File: config.mk
export PLATFORM = sky130hd
export DESIGN_NAME = rgb565_to_888_stream
export DESIGN_NICKNAME = d
export VERILOG_FILES = /design/src/rtl/rgb565_to_888_stream.sv
export SDC_FILE = /design/constraint.sdc
export NUM_CORES = 1
export LEC_CHECK = 0
export ABC_AREA = 1
export CORE_MARGIN = 5
export CORE_UTILIZATION = 30
export CTS_CLUSTER_SIZE = 40
export DETAILED_ROUTE_END_ITERATION = 12
export GPL_ROUTABILITY_DRIVEN = 0
export GPL_TIMING_DRIVEN = 0
export SYNTH_ARGS = -nofsm -noshare
export SYNTH_HDL_FRONTEND = slang
export SYNTH_SLANG_ARGS = --single-unit
File: constraint.sdc
create_clock -name i_clk -period 5.3 [get_ports i_clk]
set_input_delay 1.06 -clock i_clk [delete_from_list [all_inputs] [get_ports i_clk]]
set_output_delay 1.06 -clock i_clk [all_outputs]
set_load 0.02 [all_outputs]
File: src/rtl/rgb565_to_888_stream.sv
// RGB565 byte-pair assembler with 5/6/5 -> 8/8/8 expansion feeding a show-ahead pixel FIFO.
// The byte source has no backpressure. A pixel that arrives while the FIFO is full is
// dropped and recorded in a sticky overflow flag.
module rgb565_to_888_stream #(
    parameter int unsigned HIGH_BYTE_FIRST = 1,
    parameter int unsigned FIFO_DEPTH      = 4,
    parameter int unsigned EXPAND_MODE     = 1
) (
    input  logic                          i_clk,
    input  logic                          i_rst_n,
    input  logic [7:0]                    i_byte,
    input  logic                          i_byte_valid,
    input  logic                          i_sof,
    output logic [7:0]                    o_rgbdata_r,
    output logic [7:0]                    o_rgbdata_g,
    output logic [7:0]                    o_rgbdata_b,
    output logic                          o_sof,
    output logic                          o_valid,
    input  logic                          i_ready,
    output logic [$clog2(FIFO_DEPTH):0]   o_level,
    output logic                          o_overflow,
    input  logic                          i_clr_overflow
);

    localparam int unsigned AW = $clog2(FIFO_DEPTH);
    localparam int unsigned LW = AW + 1;

    typedef enum logic [0:0] {StWaitFirst, StWaitSecond} state_e;

    state_e         state_q, state_d;
    logic [7:0]     hold_q, hold_d;
    logic           pend_sof_q, pend_sof_d;
    logic           push_req;

    logic [15:0]    word;
    logic [23:0]    rgb888;

    logic [24:0]    mem_q [FIFO_DEPTH];
    logic [AW-1:0]  wr_ptr_q, rd_ptr_q;
    logic [LW-1:0]  level_q;
    logic           overflow_q;
    logic           full, pop, push_ok, drop;
    logic [24:0]    head;

    // Pair assembler: a byte flagged sof always restarts the pair, discarding any held byte.
    always_comb begin
        state_d    = state_q;
        hold_d     = hold_q;
        pend_sof_d = pend_sof_q;
        push_req   = 1'b0;
        if (i_byte_valid) begin
            if (i_sof || state_q == StWaitFirst) begin
                hold_d     = i_byte;
                pend_sof_d = i_sof;
                state_d    = StWaitSecond;
            end else begin
                push_req = 1'b1;
                state_d  = StWaitFirst;
            end
        end
    end

    // Assembler state register.
    always_ff @(posedge i_clk) begin
        if (!i_rst_n) begin
            state_q    <= StWaitFirst;
            hold_q     <= 8'h00;
            pend_sof_q <= 1'b0;
        end else begin
            state_q    <= state_d;
            hold_q     <= hold_d;
            pend_sof_q <= pend_sof_d;
        end
    end

    // Word assembly and channel expansion, done before the FIFO write.
    always_comb begin
        word   = (HIGH_BYTE_FIRST != 0) ? {hold_q, i_byte} : {i_byte, hold_q};
        rgb888 = '0;
        if (EXPAND_MODE != 0) begin
            rgb888 = {word[15:11], word[15:13], word[10:5], word[10:9],
                      word[4:0], word[4:2]};
        end else begin
            rgb888 = {word[15:11], 3'b000, word[10:5], 2'b00, word[4:0], 3'b000};
        end
    end

    // FIFO control: a pop in the same cycle frees the slot for a push even when full.
    always_comb begin
        full    = (level_q == LW'(FIFO_DEPTH));
        pop     = o_valid && i_ready;
        push_ok = i_rst_n && push_req && (!full || pop);
        drop    = push_req && full && !pop;
    end

    // FIFO storage; left unreset because empty-slot contents are never exposed.
    always_ff @(posedge i_clk) begin
        if (push_ok) begin
            mem_q[wr_ptr_q] <= {pend_sof_q, rgb888};
        end
    end

    // FIFO pointers, occupancy and sticky overflow; a new drop wins over a clear.
    always_ff @(posedge i_clk) begin
        if (!i_rst_n) begin
            wr_ptr_q   <= '0;
            rd_ptr_q   <= '0;
            level_q    <= '0;
            overflow_q <= 1'b0;
        end else begin
            if (push_ok) wr_ptr_q <= wr_ptr_q + AW'(1);
            if (pop)     rd_ptr_q <= rd_ptr_q + AW'(1);
            if (push_ok && !pop)      level_q <= level_q + LW'(1);
            else if (!push_ok && pop) level_q <= level_q - LW'(1);
            if (drop)                 overflow_q <= 1'b1;
            else if (i_clr_overflow)  overflow_q <= 1'b0;
        end
    end

    // Show-ahead outputs, forced to zero while the FIFO is empty.
    always_comb begin
        head        = mem_q[rd_ptr_q];
        o_valid     = (level_q != '0);
        o_level     = level_q;
        o_overflow  = overflow_q;
        o_rgbdata_r = o_valid ? head[23:16] : 8'h00;
        o_rgbdata_g = o_valid ? head[15:8]  : 8'h00;
        o_rgbdata_b = o_valid ? head[7:0]   : 8'h00;
        o_sof       = o_valid ? head[24]    : 1'b0;
    end

endmodule
==> results.ini <==
[outcome]
status=completed

[pwr]
ir_worst_vdd_mv=0.174
power_mw=2.38
p_leak_nw=1.66
power_density_nw_per_um2=518

[sta]
finClkSkew_ps=7.11
worst_slew_pin_slew_ps=588
rsz0062_at_grt=false
setup_slack_ps=1990
finalSetupTns_ps=0
fmax_mhz=302
fin_crit_ps=3310
fin_crit_sh=0.625
slew_headroom=0.607
finalMaxSlewViolations=0
final-hold-violation-count=0
setup_viol=0

[logic_synthesis]
synth_top_area_share=0.566
synth-edff-count=68
yosysMostFrequentCell=nor2_1
yosysWarnings=0
yosysTopAreaCell=edfxtp_1
avgSynthCellArea_sq_um=11.2
async_reset_ff_frac=0
synth_cell_types=25
syn-num-nets=341
synthCells=321
synth_common_cells=97 x nor2_1, 68 x edfxtp_1, 34 x o21ai_0
synth_ff_type=edfxtp_1
yosys-top-cells-area=edfxtp_1 57%, dfxtp_1 11%, nor2_1 10%
synthesis.area_sq_um=3610
ys_seq_elements=88
yosysSeqAreaShare=0.677

[grt]
grt_pass1_wl_microns=12600
grt_usage=0.115
antenna_found_initial=0
grt_pass1_vias=2410
grt_max_degree=15
globalRoute.totalOverflow=0

[route]
vias=2375
routed_wl_microns=7830
drtIter0Drc=156
routedWlPerCell_microns=14.7
drc=0
viasPerCell=4.47
ant_nets=0
dr.pass1.iters=4

[clock_network]
root_buffer=clkbuf_16
cts.clk_slew.worst_paths_ps=60
clock_latency_ps=330
htree_levels=3
tritoncts=built
cts_setup_buffers=0
cts_resized=0
numCtsBuffers=9
clock_sinks=88
clock_path_buffers=2
hold_buffers=0

[floorplan]
start_util=0.303
die_w_microns=120
die_h_microns=120
fp-row-count=40
die_area_sq_um=14300
core_sq_um=11900
boundaryPins=44

[placed_design]
dp_slack_ps=1870
dp_hpwl_microns=5220
portBuffers=43

[finish]
fin_util=0.385
fin_nets=399
n_antenna_cell=0
area_growth_pct=27.2
drive_above_1_share=0.146

[min_path]
hold_class=reg -> reg
hold_path_end=o_overflow
min_from=o_overflow
worstHoldPathCells=2

[critical_path]
r2r-start=state_q
critPathCaptureType=output port
worstPathRequired_ps=4240
cp_max_fo=10
timing.rr.end=o_level[2]
ff2ff_path_depth=12
crit_type=reg -> out
cp-start-kind=flip-flop
critPathArrivalTime_ps=2250
rrSetupSlack_ps=3270

[run]
cap_viol_max_count=0

-- placed cells by master (no fill, tap or decap), types with 2 or more instances in the layout --
master,count
nor2_1,93
buf_6,7
buf_4,9
dfxtp_1,20
xor2_1,2
o21ai_0,34
inv_2,5
ha_1,5
clkinv_2,2
inv_4,2
buf_8,2
clkdlybuf4s50_1,43
inv_1,10
o21ai_1,11
nor2_2,5
clkbuf_2,3
nand2_2,3
a21oi_1,21
nand2_1,14
clkbuf_16,9
edfxtp_1,68
nand3_1,3
-- cells by family after synthesis --
family                     Yosys count  share of synthesized area
buffers and inverters               37                     0.0659
AOI/OAI and AO/OA                   67                     0.0944
xor gates and xnor gates             2                    0.00486
DFF                                 88                      0.677
and+or+nand+nor                    121                      0.135
adders and majority gates            6                     0.0229
-- worst max-delay path by stage --
stage | start | to | slack [ps]
after floorplan | o_level[0] | o_rgbdata_b[6] | 2610
after global placement | i_rst_n | mem_q[1][22] | 1430
after detailed placement | i_rst_n | o_level[2] | 1870
after CTS | flip-flop | o_rgbdata_g[7] | 1970
after global routing | flip-flop | o_rgbdata_g[6] | 1860
final | flip-flop | o_rgbdata_g[6] | 1990
-- routing by layer --
| layer | vias up | track usage | part of all wire |
|---|---|---|---|
| li1 | 1198 | - | - |
| met1 | 1116 | 0.138 | 0.44 |
| met2 | 52 | 0.200 | 0.51 |
| met3 | 9 | 0.0283 | 0.033 |
| met4 | 0 | 0.0437 | 0.016 |
| met5 | - | 0 | 0 |
-- layout make-up --
class	count	area, sq um
buffer	20	169
clock buffer	10	229
multi-input combinational	196	936
sequential	88	2440
fill	1123	7320
inverter	17	68.8
tap	147	184
timing repair buffer	47	499
clock inverter	6	60.1
-- worst max-delay path, stage by stage (launching register included) --
cell             delay [ps]
dfxtp_1                 310
buf_6                   140
inv_4                    90
clkbuf_2                280
o21ai_0                 150
a21oi_1                 220
buf_4                   140
clkdlybuf4s50_1         590
-- metrics by stage --
stage / cell area, sq um / instances / hold WS (ps)
floorplan: 3610 / 321 / 455
global placement: 4220 / 511 / 458
finish: 4590 / 531 / 473
CTS: 4590 / 531 / 480
detailed placement: 4300 / 515 / 472
global route: 4590 / 531 / 517
-- power by group --
| part | internal (mW) | switching [mW] |
|---|---|---|
| clock network | 0.362 | 0.240 |
| logic | 0.427 | 0.549 |
| registers | 0.773 | 0.0249 |
| total | 1.56 | 0.814 |
-- flip-flops by register name, indices dropped and copies added (netlist names), named ones only --
register	flops
hold_q	8
mem_q	68
o_level	3
o_overflow	1
pend_sof_q	1
rd_ptr_q	2
state_q	1
wr_ptr_q	2
No activity file was read; power rests on OpenSTA's default activity.
